## config.mk

```make
export PLATFORM = sky130hd
export DESIGN_NAME = phy_rx_multilane
export DESIGN_NICKNAME = d
export VERILOG_FILES = /design/src/rtl/phy_rx_multilane.sv
export SDC_FILE = /design/constraint.sdc
export NUM_CORES = 1
export LEC_CHECK = 0
export ABC_AREA = 1
export BUFFER_PORTS_ARGS = -buffer_cell sky130_fd_sc_hd__buf_2
export CORE_MARGIN = 2
export CORE_UTILIZATION = 56
export CTS_CLUSTER_DIAMETER = 150
export CTS_CLUSTER_SIZE = 20
export DETAILED_ROUTE_END_ITERATION = 7
export PLACE_DENSITY = 0.81
export SYNTH_ARGS = -nofsm -noshare
export SYNTH_HDL_FRONTEND = slang
export SYNTH_SLANG_ARGS = --single-unit
```

## constraint.sdc

```tcl
create_clock -name clk -period 2.55 [get_ports clk]
set_clock_uncertainty 0.1 [all_clocks]
set_input_delay 0.6375 -clock clk [delete_from_list [all_inputs] [get_ports clk]]
set_output_delay 0.6375 -clock clk [all_outputs]
set_load 0.02 [all_outputs]
```

## src/rtl/phy_rx_multilane.sv

```systemverilog
// N-lane serial receiver: per-lane comma alignment, lock qualification, byte-to-word
// packing into a small per-lane FIFO, and a round-robin unstriper merging the lanes.
//
// state  | meaning
// SEARCH | sliding the window every clk looking for a comma
// ALIGN  | byte phase fixed, counting consecutive commas at byte boundaries
// LOCKED | aligned; data bytes packed into words, commas treated as idle
module phy_rx_multilane #(
  parameter int         LANES          = 2,
  parameter int         BYTES_PER_WORD = 4,
  parameter logic [7:0] COMMA          = 8'hBC,
  parameter int         SYNC_COUNT     = 4,
  parameter int         FIFO_DEPTH     = 4
) (
  input  logic                          clk,
  input  logic                          reset,
  input  logic [LANES-1:0]              in_serial,
  output logic [LANES-1:0]              lock,
  output logic                          all_locked,
  output logic [8*BYTES_PER_WORD-1:0]   data_out,
  output logic                          valid_out,
  output logic [LANES-1:0]              overflow,
  output logic [LANES-1:0]              misalign_err
);
  localparam int WORD_W = 8 * BYTES_PER_WORD;
  localparam int BI_W   = (BYTES_PER_WORD > 1) ? $clog2(BYTES_PER_WORD) : 1;
  localparam int CC_W   = $clog2(SYNC_COUNT + 1);
  localparam int FA_W   = $clog2(FIFO_DEPTH);
  localparam int PTR_W  = (LANES > 1) ? $clog2(LANES) : 1;

  typedef enum logic [1:0] {SEARCH = 2'd0, ALIGN = 2'd1, LOCKED = 2'd2} lane_state_t;

  logic [WORD_W-1:0] head [LANES];
  logic [LANES-1:0]  nonempty;
  logic [LANES-1:0]  pop;
  logic [PTR_W-1:0]  ptr;

  assign all_locked = &lock;

  for (genvar i = 0; i < LANES; i++) begin : g_lane
    lane_state_t       state;
    logic [7:0]        win;
    logic [7:0]        win_next;
    logic [2:0]        bit_cnt;
    logic [CC_W-1:0]   comma_cnt;
    logic [BI_W-1:0]   byte_idx;
    logic [WORD_W-1:0] word_buf;
    logic [WORD_W-1:0] word_done;
    logic              push;
    logic [WORD_W-1:0] push_data;
    logic              lock_r;
    logic              misalign_r;
    logic              overflow_r;
    logic [WORD_W-1:0] mem [FIFO_DEPTH];
    logic [FA_W-1:0]   wr_ptr;
    logic [FA_W-1:0]   rd_ptr;
    logic [FA_W:0]     count;
    logic              full;
    logic              wr_en;
    logic              boundary;
    logic              is_comma;

    assign win_next = {win[6:0], in_serial[i]};
    assign boundary = (bit_cnt == 3'd7);
    assign is_comma = (win_next == COMMA);

    // Completed word as it will look once the arriving byte lands in the LSBs.
    always_comb begin
      word_done      = word_buf;
      word_done[7:0] = win_next;
    end

    always_ff @(posedge clk) begin
      if (reset) begin
        state      <= SEARCH;
        win        <= '0;
        bit_cnt    <= '0;
        comma_cnt  <= '0;
        byte_idx   <= '0;
        word_buf   <= '0;
        push       <= 1'b0;
        push_data  <= '0;
        lock_r     <= 1'b0;
        misalign_r <= 1'b0;
      end else begin
        win     <= win_next;
        bit_cnt <= bit_cnt + 3'd1;
        push    <= 1'b0;
        case (state)
          SEARCH: begin
            if (is_comma) begin
              bit_cnt   <= '0;
              comma_cnt <= CC_W'(1);
              if (SYNC_COUNT == 1) begin
                state  <= LOCKED;
                lock_r <= 1'b1;
              end else begin
                state <= ALIGN;
              end
            end
          end
          ALIGN: begin
            if (boundary) begin
              if (is_comma) begin
                comma_cnt <= comma_cnt + 1'b1;
                if (comma_cnt == CC_W'(SYNC_COUNT - 1)) begin
                  state  <= LOCKED;
                  lock_r <= 1'b1;
                end
              end else begin
                state     <= SEARCH;
                comma_cnt <= '0;
              end
            end
          end
          LOCKED: begin
            if (boundary) begin
              if (is_comma) begin
                // A comma inside a word breaks it; the partial word is thrown away.
                if (byte_idx != '0) begin
                  misalign_r <= 1'b1;
                  byte_idx   <= '0;
                end
              end else begin
                for (int b = 0; b < BYTES_PER_WORD; b++) begin
                  if (byte_idx == BI_W'(b)) word_buf[WORD_W-8-8*b +: 8] <= win_next;
                end
                if (byte_idx == BI_W'(BYTES_PER_WORD - 1)) begin
                  push      <= 1'b1;
                  push_data <= word_done;
                  byte_idx  <= '0;
                end else begin
                  byte_idx <= byte_idx + 1'b1;
                end
              end
            end
          end
          default: state <= SEARCH;
        endcase
      end
    end

    assign full        = (count == (FA_W+1)'(FIFO_DEPTH));
    assign nonempty[i] = (count != '0);
    assign head[i]     = mem[rd_ptr];
    assign pop[i]      = all_locked && (ptr == PTR_W'(i)) && nonempty[i];
    // A pop in the same cycle frees the slot, so a full FIFO still accepts the push.
    assign wr_en       = push && (!full || pop[i]);

    always_ff @(posedge clk) begin
      if (reset) begin
        wr_ptr     <= '0;
        rd_ptr     <= '0;
        count      <= '0;
        overflow_r <= 1'b0;
      end else begin
        if (wr_en) wr_ptr <= wr_ptr + 1'b1;
        if (push && !wr_en) overflow_r <= 1'b1;
        if (pop[i]) rd_ptr <= rd_ptr + 1'b1;
        if (wr_en && !pop[i]) count <= count + 1'b1;
        else if (!wr_en && pop[i]) count <= count - 1'b1;
      end
    end

    always_ff @(posedge clk) begin
      if (wr_en) mem[wr_ptr] <= push_data;
    end

    assign lock[i]         = lock_r;
    assign overflow[i]     = overflow_r;
    assign misalign_err[i] = misalign_r;
  end

  // Strict round robin: the pointer waits on its lane and never skips it.
  always_ff @(posedge clk) begin
    if (reset) begin
      ptr       <= '0;
      valid_out <= 1'b0;
      data_out  <= '0;
    end else begin
      valid_out <= 1'b0;
      if (all_locked && nonempty[ptr]) begin
        data_out  <= head[ptr];
        valid_out <= 1'b1;
        ptr       <= (ptr == PTR_W'(LANES - 1)) ? '0 : ptr + 1'b1;
      end
    end
  end

endmodule

```

==> flow_summary.html, run 1 <==
<table>
<tr><th>Metric</th><th>Value</th></tr>
<tr><th colspan="2">Global routing</th></tr>
<tr><td>Wire length of the first global-routing pass</td><td>58370 µm</td></tr>
<tr><td>Global-route congestion overflow total</td><td>0</td></tr>
<tr><td>Maximum number of pins on one net before global-route repair</td><td>67</td></tr>
<tr><td>Antenna violations before repair</td><td>1</td></tr>
<tr><td>Number of global-route vias before repair</td><td>11210</td></tr>
<tr><td>Global-route usage over all layers</td><td>22.03%</td></tr>
<tr><th colspan="2">Clocking</th></tr>
<tr><td>Library cell used as clock root buffer</td><td>clkbuf_16</td></tr>
<tr><td>Insertion delay to the later sink of the worst-skew pair</td><td>0.56 ns</td></tr>
<tr><td>Quantity of hold-fixing buffers added after cts</td><td>0</td></tr>
<tr><td>CTS-repair resized insts</td><td>0</td></tr>
<tr><td>Clock tree from TritonCTS</td><td>yes</td></tr>
<tr><td># H-tree levels</td><td>1</td></tr>
<tr><td>Bufs on Longest Clock Path</td><td>3</td></tr>
<tr><td>Worst-path clk slew</td><td>0.09 ns</td></tr>
<tr><td>Setup Fix Bufs, Post-CTS</td><td>0</td></tr>
<tr><td>Clock buffers created by TritonCTS</td><td>27</td></tr>
<tr><td>Number of clock sinks</td><td>462</td></tr>
<tr><th colspan="2">Drt</th></tr>
<tr><td>First-pass iteration count of the detailed router</td><td>5</td></tr>
<tr><td>Number of remaining DRC errors</td><td>0</td></tr>
<tr><td>Total wirelength of the detailed-routed design</td><td>36360 µm</td></tr>
<tr><td>Routed wirelength normalized by instance count</td><td>16.78 µm</td></tr>
<tr><td>Vias after detailed routing</td><td>11890</td></tr>
<tr><td>Iter 0 DRT Violations</td><td>1189</td></tr>
<tr><td>Vias per std cell</td><td>5.488</td></tr>
<tr><td>Count of nets left with antenna violations after detail routing</td><td>0</td></tr>
<tr><th colspan="2">STA</th></tr>
<tr><td>Final critical-path setup slack</td><td>0.2719 ns</td></tr>
<tr><td>Setup violation total in the final timing report</td><td>0</td></tr>
<tr><td>Slew at the pin with the worst max-slew slack</td><td>0.6986 ns</td></tr>
<tr><td>Max Freq</td><td>0.4390 GHz</td></tr>
<tr><td>Fin Setup TNS</td><td>0 ns</td></tr>
<tr><td>Max transition margin</td><td>53.37%</td></tr>
<tr><td>Post-route minimum period</td><td>2.278 ns</td></tr>
<tr><td>Max-slew violation total from the final report</td><td>0</td></tr>
<tr><td>Portion of the clock cycle consumed by the worst path in the final layout</td><td>89.34%</td></tr>
<tr><td>Setup repair after global routing missed its margin</td><td>no</td></tr>
<tr><td>Hold Violations, Final</td><td>0</td></tr>
<tr><th colspan="2">Placement</th></tr>
<tr><td>Placed cell area</td><td>18410 µm²</td></tr>
<tr><td>Number of buffers inserted by port buffering</td><td>43</td></tr>
<tr><td>Setup WS pre-CTS</td><td>0.2792 ns</td></tr>
<tr><td>DPL Wire Length</td><td>23100 µm</td></tr>
<tr><td>Weighted congestion reported at the end of routability-driven placement</td><td>0.8578</td></tr>
<tr><th colspan="2">Synth</th></tr>
<tr><td>Fraction of registers with async set or reset after synthesis</td><td>0%</td></tr>
<tr><td>Synthesized instance count</td><td>1731</td></tr>
<tr><td>Synth top cells by count</td><td>nor2_1 (389), edfxtp_1 (256), o21ai_0 (221)</td></tr>
<tr><td>Cell with the most instances after synthesis</td><td>nor2_1</td></tr>
<tr><td>Post-Synthesis Cell Area</td><td>17770 µm²</td></tr>
<tr><td>Syn_nets</td><td>1763</td></tr>
<tr><td>Post-synthesis sequential element count</td><td>462</td></tr>
<tr><td>Proportion of netlist area held by the largest area contributor</td><td>43.25%</td></tr>
<tr><td>Synthesis Warnings</td><td>0</td></tr>
<tr><td>Mapped Avg Cell Area</td><td>10.27 µm²</td></tr>
<tr><td>Dominant cells by area after synthesis</td><td>edfxtp_1 (43%), dfxtp_1 (23%), nor2_1 (8.2%)</td></tr>
<tr><td>Proportion of synthesized chip area in sequential cells</td><td>66.46%</td></tr>
<tr><td>Predominant post-synthesis flop cell</td><td>edfxtp_1</td></tr>
<tr><td>Post-synth EDFFs</td><td>256</td></tr>
<tr><td>Number of distinct standard cells referenced by the synthesized netlist</td><td>38</td></tr>
<tr><td>Biggest area consumer among synthesized cells</td><td>edfxtp_1</td></tr>
<tr><th colspan="2">Floorplan</th></tr>
<tr><td>Initial standard-cell utilization of the core</td><td>56.62%</td></tr>
<tr><td>Area of the die</td><td>33180 µm²</td></tr>
<tr><td>Row Count</td><td>65</td></tr>
<tr><td>Standard cell core area</td><td>31390 µm²</td></tr>
<tr><td>I/O pins</td><td>44</td></tr>
<tr><td>Chip height</td><td>182.2 µm</td></tr>
<tr><td>Die Wd</td><td>182.2 µm</td></tr>
<tr><th colspan="2">Worst hold path</th></tr>
<tr><td>Hold/Removal Path Class</td><td>primary input to flop</td></tr>
<tr><td>Hold Crit Depth</td><td>3</td></tr>
<tr><th colspan="2">Power and ir drop</th></tr>
<tr><td>Clock share of power</td><td>35.2%</td></tr>
<tr><td>Internal power</td><td>9.838 mW</td></tr>
<tr><td>Leakage power</td><td>7.849 nW</td></tr>
<tr><td>Switching part of the total power</td><td>19.38%</td></tr>
<tr><td>Sw power</td><td>2.365 mW</td></tr>
<tr><td>Gate power share</td><td>1.0%</td></tr>
<tr><td>Total design power</td><td>12.20 mW</td></tr>
<tr><td>Cell area power density</td><td>636.0 nW/µm²</td></tr>
<tr><td>Proportion of power drawn by flip-flops and latches</td><td>63.8%</td></tr>
<tr><td>Largest vdd supply drop</td><td>0.4943 mV</td></tr>
<tr><th colspan="2">Worst setup path</th></tr>
<tr><td>Type of the setup path with the least slack</td><td>flop to flop</td></tr>
<tr><td>Largest fanout on the critical path</td><td>9</td></tr>
<tr><td>Crit path arrival time</td><td>2.63 ns</td></tr>
<tr><td>CP Data Required Time</td><td>2.90 ns</td></tr>
<tr><td>Startpoint Class</td><td>flop</td></tr>
<tr><td>Worst r2r path cells</td><td>9</td></tr>
<tr><td>Crit. End Element</td><td>flop</td></tr>
<tr><th colspan="2">Flow run</th></tr>
<tr><td>Max-capacitance violation count</td><td>0</td></tr>
<tr><th colspan="2">Cells and area</th></tr>
<tr><td>Share of post-route cells with drive strength above 1</td><td>8.952%</td></tr>
<tr><td>Post-route cell area</td><td>19180 µm²</td></tr>
<tr><td>Antenna Diode Count</td><td>0</td></tr>
<tr><td>Area grow syn2layout</td><td>7.941%</td></tr>
<tr><td>Layout Utilization</td><td>61.11%</td></tr>
<tr><td>Final nets</td><td>1777</td></tr>
<tr><th colspan="2">Outcome</th></tr>
<tr><td>Outcome</td><td>finished, final reports clean</td></tr>
</table>
## layout make-up
class | instances | area [µm²]
fill | 2399 | 12210
clock inverter | 2 | 28.78
multi-input combinational | 1077 | 5139
sequential | 462 | 11820
clock buffer | 47 | 750.7
timing repair buffer | 77 | 570.5
tap | 402 | 503.0
inverter | 100 | 377.9
## sequential cells by signal, indices dropped and copies added, names as in the netlist, named ones only
name and count:
g_lane.bit_cnt 6, g_lane.overflow_r 2, g_lane.count 6, g_lane.state 4
ptr 1, g_lane.push 2, g_lane.win 14, g_lane.mem 256
g_lane.rd_ptr 4, g_lane.byte_idx 4, data_out 32, valid_out 1
g_lane.wr_ptr 4, g_lane.comma_cnt 6, g_lane.misalign_r 2, g_lane.word_buf 48
g_lane.lock_r 2, g_lane.push_data 64
## per-stage QoR
stage / hold WS (ns) / std cells
global placement: 0.3064 / 2118
global route: 0.2685 / 2167
floorplan: 0.2992 / 1731
detailed placement: 0.3127 / 2118
CTS: 0.2325 / 2167
finish: 0.2566 / 2167
## placed cells by master, fill, tap and decap left out, types with 5 or more instances in the layout
cell	instances
nor2_1	381
edfxtp_1	256
o21ai_0	221
nand2_1	209
dfxtp_1	203
inv_1	89
nand3_1	84
buf_2	43
o211ai_1	38
a21oi_1	31
clkbuf_16	27
ha_1	26
buf_4	26
nor2_2	25
clkbuf_1	20
nor3_1	19
o21a_1	12
inv_2	9
buf_12	8
nand2_2	5
## cells by family after synthesis
group	after synthesis	synth area share (%)
AND/OR/NAND/NOR	736	17.05
flip-flops	462	66.46
AO/OA/AOI/OAI	312	9.645
buffers and inverters	192	4.745
adder cells (fa/ha/maj)	28	2.056
XOR/XNOR	1	0.04929
## power groups by stage
stage / clock, mW / combinational, mW / sequential, mW
global route: 4.64 / 0.140 / 7.79
CTS: 4.35 / 0.123 / 7.79
global placement: 0 / 0.119 / 7.96
floorplan: 0 / 0.0891 / 7.95
detailed placement: 0 / 0.122 / 7.96
finish: 4.29 / 0.123 / 7.79
## worst paths after layout
kind / start / endpoint / slack (ns)
worst max-delay path: g_lane[1].count[0] / g_lane[1].count[1] / 0.27
worst min-delay path: in_serial[1] / g_lane[1].win[0] / 0.26
worst max register to register: g_lane[1].count[0] / g_lane[1].count[1] / 0.27
worst min register to register: g_lane[0].bit_cnt[0] / g_lane[0].bit_cnt[0] / 0.32
## layer usage
layer  global-route usage (%)  share of wire (%)
met1                    30.10                 43
met2                    36.40                 48
met3                    3.013                6.0
met4                    7.903                3.3
met5                        0              0.019
## critical path, stage by stage, from the launching register on
cell and delay, ns:
dfxtp_1 0.36, nor2_1 0.20, nand2_1 0.09, o21ai_2 0.40, inv_1 0.10, ha_1 0.19
inv_1 0.11, fa_1 0.43, o21ai_0 0.15, a21oi_1 0.05
No activity file was read; power rests on OpenSTA's default activity.
==> run 2: changes to the inputs <==
==> constraint.sdc (replaced) <==
create_clock -name clk -period 2.55 [get_ports clk]
set_clock_uncertainty 0.1 [all_clocks]
set_input_delay 0.51 -clock clk [delete_from_list [all_inputs] [get_ports clk]]
set_output_delay 0.51 -clock clk [all_outputs]
set_load 0.02 [all_outputs]
==> flow_summary.html, run 2 (same netlist as run 1, synthesis figures left out) <==
<table>
<tr><th>Metric</th><th>Value</th></tr>
<tr><th colspan="2">Outcome</th></tr>
<tr><td>Outcome</td><td>finished, final reports clean</td></tr>
<tr><th colspan="2">Worst setup path</th></tr>
<tr><td>Maximum cell stage delay along the critical path</td><td>0.39 ns (-0.04 ns)</td></tr>
<tr><td>Buffers &amp; Inverters on Critical Path</td><td>2 (unchanged)</td></tr>
<tr><td>Crit. End Element</td><td>flop</td></tr>
<tr><td>Critical path, cell by cell</td><td>nand2_1 &gt; nor2_1 &gt; nand2_2 &gt; nand2_1 &gt; nand2_1 &gt; inv_1 &gt; ha_1 &gt; inv_1 &gt; fa_1 &gt; a21oi_1 &gt; o21ai_0 &gt; o21ai_0 &gt; a21oi_1</td></tr>
<tr><td>Startpoint Class</td><td>flop</td></tr>
<tr><td>Delay-heaviest family, CP</td><td>simple AND/OR/NAND/NOR gates</td></tr>
<tr><td>Cell with the biggest individual delay on the critical path</td><td>fa_1</td></tr>
<tr><td>Largest fanout on the critical path</td><td>6 (-3)</td></tr>
<tr><td>Library cell appearing most often on the critical path</td><td>nand2_1</td></tr>
<tr><td>Type of the setup path with the least slack</td><td>flop to flop</td></tr>
<tr><td>Crit path arrival time</td><td>2.59 ns (-0.04 ns)</td></tr>
<tr><td>CP Data Required Time</td><td>2.89 ns (about the same)</td></tr>
<tr><th colspan="2">Power and ir drop</th></tr>
<tr><td>Proportion of power drawn by flip-flops and latches</td><td>63.9% (about the same)</td></tr>
<tr><td>Internal power</td><td>9.830 mW (about the same)</td></tr>
<tr><td>Switching part of the total power</td><td>19.33% (-0.050 points)</td></tr>
<tr><td>Sw power</td><td>2.355 mW (-0.40%)</td></tr>
<tr><td>Clock share of power</td><td>35.1% (about the same)</td></tr>
<tr><td>Cell area power density</td><td>635.2 nW/µm² (-0.13%)</td></tr>
<tr><td>Leakage power</td><td>7.832 nW (-0.22%)</td></tr>
<tr><td>Gate power share</td><td>1.0% (about the same)</td></tr>
<tr><td>Largest vdd supply drop</td><td>0.4311 mV (-13%)</td></tr>
<tr><th colspan="2">Drt</th></tr>
<tr><td>Vias after detailed routing</td><td>12020 (+1.1%)</td></tr>
<tr><td>Vias per std cell</td><td>5.560 (+1.3%)</td></tr>
<tr><td>First-pass iteration count of the detailed router</td><td>6 (+1)</td></tr>
<tr><td>Total wirelength of the detailed-routed design</td><td>36920 µm (+1.6%)</td></tr>
<tr><td>Number of remaining DRC errors</td><td>0 (unchanged)</td></tr>
<tr><td>Iter 0 DRT Violations</td><td>1271 (+6.9%)</td></tr>
<tr><td>Count of nets left with antenna violations after detail routing</td><td>0 (unchanged)</td></tr>
<tr><td>Routed wirelength normalized by instance count</td><td>17.08 µm (+1.8%)</td></tr>
<tr><th colspan="2">Cells and area</th></tr>
<tr><td>Area grow syn2layout</td><td>7.934% (about the same)</td></tr>
<tr><td>Final nets</td><td>1773 (-0.23%)</td></tr>
<tr><td>Register name with the most flops</td><td>g_lane.mem</td></tr>
<tr><td>Most used cells in the layout excluding fill and tap cells</td><td>nor2_1 (381), edfxtp_1 (256), o21ai_0 (221), nand2_1 (209), dfxtp_1 (203)</td></tr>
<tr><td>Number of flip-flops under the largest register name</td><td>256 (unchanged)</td></tr>
<tr><td>Layout Utilization</td><td>61.11% (about the same)</td></tr>
<tr><td>Share of post-route cells with drive strength above 1</td><td>8.693% (-0.26 points)</td></tr>
<tr><td>Antenna Diode Count</td><td>0 (unchanged)</td></tr>
<tr><td>Most frequent standard cell in the layout excluding fill and tap cells</td><td>nor2_1</td></tr>
<tr><td>Biggest registers after layout</td><td>g_lane.mem: 256 flops, g_lane.push_data: 64 flops, g_lane.word_buf: 48 flops</td></tr>
<tr><th colspan="2">Clocking</th></tr>
<tr><td>Clock tree from TritonCTS</td><td>yes</td></tr>
<tr><td>Quantity of hold-fixing buffers added after cts</td><td>0 (unchanged)</td></tr>
<tr><td># H-tree levels</td><td>1 (unchanged)</td></tr>
<tr><td>Number of clock sinks</td><td>462 (unchanged)</td></tr>
<tr><td>Insertion delay to the later sink of the worst-skew pair</td><td>0.56 ns (about the same)</td></tr>
<tr><td>CTS-repair resized insts</td><td>0 (unchanged)</td></tr>
<tr><td>Clock buffers created by TritonCTS</td><td>27 (unchanged)</td></tr>
<tr><td>Worst-path clk slew</td><td>0.08 ns (about the same)</td></tr>
<tr><td>Setup Fix Bufs, Post-CTS</td><td>0 (unchanged)</td></tr>
<tr><td>Bufs on Longest Clock Path</td><td>3 (unchanged)</td></tr>
<tr><td>Library cell used as clock root buffer</td><td>clkbuf_16</td></tr>
<tr><th colspan="2">Global routing</th></tr>
<tr><td>Wire length of the first global-routing pass</td><td>59520 µm (+2.0%)</td></tr>
<tr><td>Global-route congestion overflow total</td><td>0 (unchanged)</td></tr>
<tr><td>Antenna violations before repair</td><td>1 (unchanged)</td></tr>
<tr><td>Number of global-route vias before repair</td><td>11460 (+2.2%)</td></tr>
<tr><td>Maximum number of pins on one net before global-route repair</td><td>66 (-1.5%)</td></tr>
<tr><td>Global-route usage over all layers</td><td>22.50% (+0.47 points)</td></tr>
<tr><th colspan="2">Floorplan</th></tr>
<tr><td>Die Wd</td><td>182.2 µm (unchanged)</td></tr>
<tr><td>Standard cell core area</td><td>31390 µm² (unchanged)</td></tr>
<tr><td>Area of the die</td><td>33180 µm² (unchanged)</td></tr>
<tr><td>I/O pins</td><td>44 (unchanged)</td></tr>
<tr><td>Initial standard-cell utilization of the core</td><td>56.62% (unchanged)</td></tr>
<tr><td>Chip height</td><td>182.2 µm (unchanged)</td></tr>
<tr><td>Row Count</td><td>65 (unchanged)</td></tr>
<tr><th colspan="2">STA</th></tr>
<tr><td>Portion of the clock cycle consumed by the worst path in the final layout</td><td>88.31% (-1.0 points)</td></tr>
<tr><td>Max-slew violation total from the final report</td><td>0 (unchanged)</td></tr>
<tr><td>Hold Violations, Final</td><td>0 (unchanged)</td></tr>
<tr><td>Setup repair after global routing missed its margin</td><td>no</td></tr>
<tr><td>Worst hold-check slack</td><td>0.1389 ns (-0.1177 ns)</td></tr>
<tr><td>Setup violation total in the final timing report</td><td>0 (unchanged)</td></tr>
<tr><td>Max transition margin</td><td>49.15% (-4.2 points)</td></tr>
<tr><td>Max Freq</td><td>0.4440 GHz (+1.2%)</td></tr>
<tr><td>Post-route minimum period</td><td>2.252 ns (-0.02609 ns)</td></tr>
<tr><td>Slew at the pin with the worst max-slew slack</td><td>0.7616 ns (+0.06302 ns)</td></tr>
<tr><th colspan="2">Placement</th></tr>
<tr><td>DPL Wire Length</td><td>22760 µm (-1.5%)</td></tr>
<tr><td>Weighted congestion reported at the end of routability-driven placement</td><td>0.8201 (-4.4%)</td></tr>
<tr><td>Number of buffers inserted by port buffering</td><td>43 (unchanged)</td></tr>
<tr><th colspan="2">Flow run</th></tr>
<tr><td>Max-capacitance violation count</td><td>0 (unchanged)</td></tr>
<tr><th colspan="2">Worst hold path</th></tr>
<tr><td>Hold/Removal Path Class</td><td>primary input to flop</td></tr>
</table>
## run 2: final timing paths
path | start | end | slack [ns] | depth (start not counted)
min | in_serial[1] | g_lane[1].win[0] | 0.14 | 3
max reg2reg | g_lane[0].lock_r | g_lane[0].count[2] | 0.30 | 13
max | g_lane[0].lock_r | g_lane[0].count[2] | 0.30 | 13
min reg2reg | g_lane[0].bit_cnt[0] | g_lane[0].bit_cnt[0] | 0.33 | 1
## run 2: metal layers
| metal | part of all wire (%) | up-vias | global-route usage [%] | wire [µm] |
|---|---|---|---|---|
| li1 | - | 5823 | - | - |
| met1 | 42 | 5725 | 29.90 | 15570 |
| met2 | 48 | 396 | 38.02 | 17660 |
| met3 | 6.4 | 74 | 3.213 | 2372 |
| met4 | 3.6 | 2 | 8.129 | 1313 |
| met5 | 0.030 | - | 0 | 11 |
## run 2: cell type report
type                            instances  area, µm²
Timing Repair Buffer                   73      578.1
Clock inverter                          1      20.02
Multi-Input combinational cell       1077       5139
Tap cell                              402      503.0
Inverter                              100      377.9
Clock buffer                           47      750.7
Fill cell                            2421      12210
Sequential cell                       462      11820
## run 2: stage by stage
stage	TNS [ns]	instances	setup WS, ns	instance area [µm²]	power (mW)
finish	0	2162	0.2980	19180	12.19
global route	0	2162	0.08955	19180	12.54
CTS	0	2162	0.2984	19180	12.24
detailed placement	0	2114	0.3154	18410	8.082
global placement	0	2114	0.3941	18410	8.078
floorplan	-30.77	1731	-0.2404	17780	8.044
## run 2: worst min-delay path: stages
cell and delay [ns]:
buf_2 0.13, inv_1 0.07, nor2_1 0.04
## run 2: power groups by stage
stage                     sequential, mW  clock, mW  combinational [mW]
after floorplan                     7.95          0              0.0891
after global placement              7.96          0               0.119
after detailed placement            7.96          0               0.122
after CTS                           7.79       4.33               0.124
after global routing                7.79       4.61               0.143
final                               7.79       4.27               0.125
==> run 3: changes to the inputs <==
--- a/config.mk
+++ b/config.mk
@@ -5,7 +5,6 @@
 export SDC_FILE = /design/constraint.sdc
 export NUM_CORES = 1
 export LEC_CHECK = 0
-export ABC_AREA = 1
 export BUFFER_PORTS_ARGS = -buffer_cell sky130_fd_sc_hd__buf_2
 export CORE_MARGIN = 2
 export CORE_UTILIZATION = 56
==> flow_summary.html, run 3 <==
<table>
<tr><th>Metric</th><th>Value</th></tr>
<tr><th colspan="2">Global routing</th></tr>
<tr><td>Number of global-route vias before repair</td><td>9669 (-16%)</td></tr>
<tr><td>Global-route congestion overflow total</td><td>0 (unchanged)</td></tr>
<tr><td>Antenna violations before repair</td><td>0 (-1)</td></tr>
<tr><td>Global-route usage over all layers</td><td>20.31% (-2.2 points)</td></tr>
<tr><td>Wire length of the first global-routing pass</td><td>52690 µm (-11%)</td></tr>
<tr><td>Maximum number of pins on one net before global-route repair</td><td>72 (+9.1%)</td></tr>
<tr><th colspan="2">Floorplan</th></tr>
<tr><td>Initial standard-cell utilization of the core</td><td>56.92% (+0.31 points)</td></tr>
<tr><td>Row Count</td><td>64 (-1.5%)</td></tr>
<tr><td>I/O pins</td><td>44 (unchanged)</td></tr>
<tr><td>Standard cell core area</td><td>30590 µm² (-2.6%)</td></tr>
<tr><td>Die Wd</td><td>180.3 µm (-1.0%)</td></tr>
<tr><td>Area of the die</td><td>32520 µm² (-2.0%)</td></tr>
<tr><td>Chip height</td><td>180.3 µm (-1.0%)</td></tr>
<tr><th colspan="2">Synth</th></tr>
<tr><td>Biggest area consumer among synthesized cells</td><td>edfxtp_1</td></tr>
<tr><td>Syn_nets</td><td>1286 (-27%)</td></tr>
<tr><td>Dominant cells by area after synthesis</td><td>edfxtp_1 (44%), dfxtp_1 (24%), mux2i_1 (5.5%)</td></tr>
<tr><td>Proportion of netlist area held by the largest area contributor</td><td>44.15% (+0.90 points)</td></tr>
<tr><td>Cell with the most instances after synthesis</td><td>edfxtp_1</td></tr>
<tr><td>Number of distinct standard cells referenced by the synthesized netlist</td><td>54 (+42%)</td></tr>
<tr><td>Post-synth EDFFs</td><td>256 (unchanged)</td></tr>
<tr><td>Post-Synthesis Cell Area</td><td>17410 µm² (-2.0%)</td></tr>
<tr><td>Fraction of registers with async set or reset after synthesis</td><td>0% (unchanged)</td></tr>
<tr><td>Post-synthesis sequential element count</td><td>462 (unchanged)</td></tr>
<tr><td>Synthesis Warnings</td><td>0 (unchanged)</td></tr>
<tr><td>Synthesized instance count</td><td>1254 (-28%)</td></tr>
<tr><td>Mapped Avg Cell Area</td><td>13.89 µm² (+35%)</td></tr>
<tr><td>Synth top cells by count</td><td>edfxtp_1 (256), dfxtp_1 (206), nand2_1 (155)</td></tr>
<tr><td>Predominant post-synthesis flop cell</td><td>edfxtp_1</td></tr>
<tr><td>Proportion of synthesized chip area in sequential cells</td><td>67.83% (+1.4 points)</td></tr>
<tr><th colspan="2">Worst setup path</th></tr>
<tr><td>Type of the setup path with the least slack</td><td>flop to flop</td></tr>
<tr><td>CP Data Required Time</td><td>2.93 ns (+0.04 ns)</td></tr>
<tr><td>Largest fanout on the critical path</td><td>5 (-1)</td></tr>
<tr><td>Flop-to-flop setup slack</td><td>0.16 ns (-0.14 ns)</td></tr>
<tr><td>Startpoint Class</td><td>flop</td></tr>
<tr><td>Crit path arrival time</td><td>2.77 ns (+0.18 ns)</td></tr>
<tr><td>Crit. End Element</td><td>flop</td></tr>
<tr><th colspan="2">Placement</th></tr>
<tr><td>Number of buffers inserted by port buffering</td><td>43 (unchanged)</td></tr>
<tr><td>Weighted congestion reported at the end of routability-driven placement</td><td>0.8198 (about the same)</td></tr>
<tr><td>DPL Wire Length</td><td>20730 µm (-9.0%)</td></tr>
<tr><th colspan="2">Flow run</th></tr>
<tr><td>Max-capacitance violation count</td><td>0 (unchanged)</td></tr>
<tr><th colspan="2">Cells and area</th></tr>
<tr><td>Final nets</td><td>1318 (-26%)</td></tr>
<tr><td>Biggest registers after layout</td><td>g_lane.mem: 256 flops, g_lane.push_data: 64 flops, g_lane.word_buf: 48 flops</td></tr>
<tr><td>Share of post-route cells with drive strength above 1</td><td>12.48% (+3.8 points)</td></tr>
<tr><td>Most used cells in the layout excluding fill and tap cells</td><td>edfxtp_1 (256), dfxtp_1 (204), nand2_1 (155), mux2i_1 (96)</td></tr>
<tr><td>Number of flip-flops under the largest register name</td><td>256 (unchanged)</td></tr>
<tr><td>Antenna Diode Count</td><td>0 (unchanged)</td></tr>
<tr><td>Register name with the most flops</td><td>g_lane.mem</td></tr>
<tr><td>Area grow syn2layout</td><td>8.723%</td></tr>
<tr><td>Most frequent standard cell in the layout excluding fill and tap cells</td><td>edfxtp_1</td></tr>
<tr><th colspan="2">Clocking</th></tr>
<tr><td>Insertion delay to the later sink of the worst-skew pair</td><td>0.55 ns (about the same)</td></tr>
<tr><td>Clock tree from TritonCTS</td><td>yes</td></tr>
<tr><td>Number of clock sinks</td><td>462 (unchanged)</td></tr>
<tr><td>Clock buffers created by TritonCTS</td><td>27 (unchanged)</td></tr>
<tr><td>Worst-path clk slew</td><td>0.08 ns (about the same)</td></tr>
<tr><td>Bufs on Longest Clock Path</td><td>3 (unchanged)</td></tr>
<tr><td># H-tree levels</td><td>1 (unchanged)</td></tr>
<tr><td>Setup Fix Bufs, Post-CTS</td><td>0 (unchanged)</td></tr>
<tr><td>Library cell used as clock root buffer</td><td>clkbuf_16</td></tr>
<tr><td>Quantity of hold-fixing buffers added after cts</td><td>0 (unchanged)</td></tr>
<tr><td>CTS-repair resized insts</td><td>0 (unchanged)</td></tr>
<tr><th colspan="2">STA</th></tr>
<tr><td>Max Freq</td><td>0.4184 GHz (-5.8%)</td></tr>
<tr><td>Max transition margin</td><td>50.41% (+1.3 points)</td></tr>
<tr><td>Setup repair after global routing missed its margin</td><td>no</td></tr>
<tr><td>Portion of the clock cycle consumed by the worst path in the final layout</td><td>93.74% (+5.4 points)</td></tr>
<tr><td>Max-slew violation total from the final report</td><td>0 (unchanged)</td></tr>
<tr><td>Post-route minimum period</td><td>2.390 ns (+0.1383 ns)</td></tr>
<tr><td>Slew at the pin with the worst max-slew slack</td><td>0.7438 ns (-0.01775 ns)</td></tr>
<tr><td>Fin Setup TNS</td><td>0 ns (unchanged)</td></tr>
<tr><td>Worst hold-check slack</td><td>0.1610 ns (+0.02206 ns)</td></tr>
<tr><td>Setup violation total in the final timing report</td><td>0 (unchanged)</td></tr>
<tr><td>Hold Violations, Final</td><td>0 (unchanged)</td></tr>
<tr><th colspan="2">Worst hold path</th></tr>
<tr><td>Hold/Removal Path Class</td><td>primary input to flop</td></tr>
<tr><th colspan="2">Outcome</th></tr>
<tr><td>Outcome</td><td>finished, final reports clean</td></tr>
<tr><th colspan="2">Power and ir drop</th></tr>
<tr><td>Total design power</td><td>12.18 mW (about the same)</td></tr>
<tr><td>Largest vdd supply drop</td><td>0.4579 mV (+6.2%)</td></tr>
<tr><td>Leakage power</td><td>6.849 nW (-13%)</td></tr>
<tr><td>Cell area power density</td><td>643.3 nW/µm² (+1.3%)</td></tr>
<tr><th colspan="2">Drt</th></tr>
<tr><td>Number of remaining DRC errors</td><td>0 (unchanged)</td></tr>
<tr><td>Total wirelength of the detailed-routed design</td><td>33280 µm (-9.8%)</td></tr>
<tr><td>Count of nets left with antenna violations after detail routing</td><td>0 (unchanged)</td></tr>
<tr><td>Routed wirelength normalized by instance count</td><td>19.56 µm (+15%)</td></tr>
<tr><td>Vias per std cell</td><td>5.798 (+4.3%)</td></tr>
<tr><td>Iter 0 DRT Violations</td><td>817 (-36%)</td></tr>
<tr><td>Vias after detailed routing</td><td>9868 (-18%)</td></tr>
<tr><td>First-pass iteration count of the detailed router</td><td>5 (-1)</td></tr>
</table>
==> run 3: final timing paths <==
path	startpoint	end	cells past startpoint
setup / recovery	g_lane[1].count[2]	g_lane[1].count[2]	8
hold / removal	in_serial[1]	g_lane[1].push_data[0]	3
setup reg to reg	g_lane[1].count[2]	g_lane[1].count[2]	8
hold reg to reg	g_lane[0].bit_cnt[0]	g_lane[0].bit_cnt[0]	1
==> run 3: cell families after synthesis <==
group                      share of synthesized area (%)
buffers and inverters                              2.968
DFF                                                67.83
and+or+nand+nor                                    8.529
AOI/OAI and AO/OA                                  8.220
adders and majority gates                          2.098
xor gates and xnor gates                          0.5030
muxes                                              9.851
==> run 3: layer usage <==
metal	share of wire [%]	GRT usage, %	routed length [µm]	up-vias
met3	5.3	2.041	1758	44
met4	2.1	4.774	715	0
met2	50	35.21	16730	278
met5	0	0	0	-
met1	42	27.87	14080	4896
li1	-	-	-	4650
==> run 3: worst max-delay path, stage by stage, from the launching register on <==
cell and delay (ns):
dfxtp_1 0.35, or3_1 0.42, nand3_2 0.15, ha_1 0.22, inv_1 0.07, fa_1 0.38
xor2_1 0.19, or3_1 0.31, a21oi_1 0.13
==> run 3: metrics by stage <==
| stage | util (%) | std cells | worst slack [ns] | cell area (µm²) |
|---|---|---|---|---|
| floorplan | - | 1254 | 0.1941 | 17410 |
| global route | 61.89 | 1702 | 0.05079 | 18930 |
| finish | 61.89 | 1702 | 0.1597 | 18930 |
| detailed placement | 59.36 | 1653 | 0.1776 | 18160 |
| global placement | 59.36 | 1653 | 0.2549 | 18160 |
| CTS | 61.89 | 1702 | 0.1533 | 18930 |
==> run 3: cell type report <==
class	instances	area, µm²
Fill cell	2231	11660
Sequential cell	462	11820
Clock inverter	1	20.02
Inverter	24	90.09
Multi-Input combinational cell	693	5087
Clock buffer	48	754.5
Timing Repair Buffer	78	668.1
Tap cell	396	495.5
==> run 3: where the power goes <==
| group | switching, mW | internal [mW] |
|---|---|---|
| logic | 0.0703 | 0.0233 |
| clock network | 2.28 | 2.02 |
| registers | 0.0130 | 7.77 |
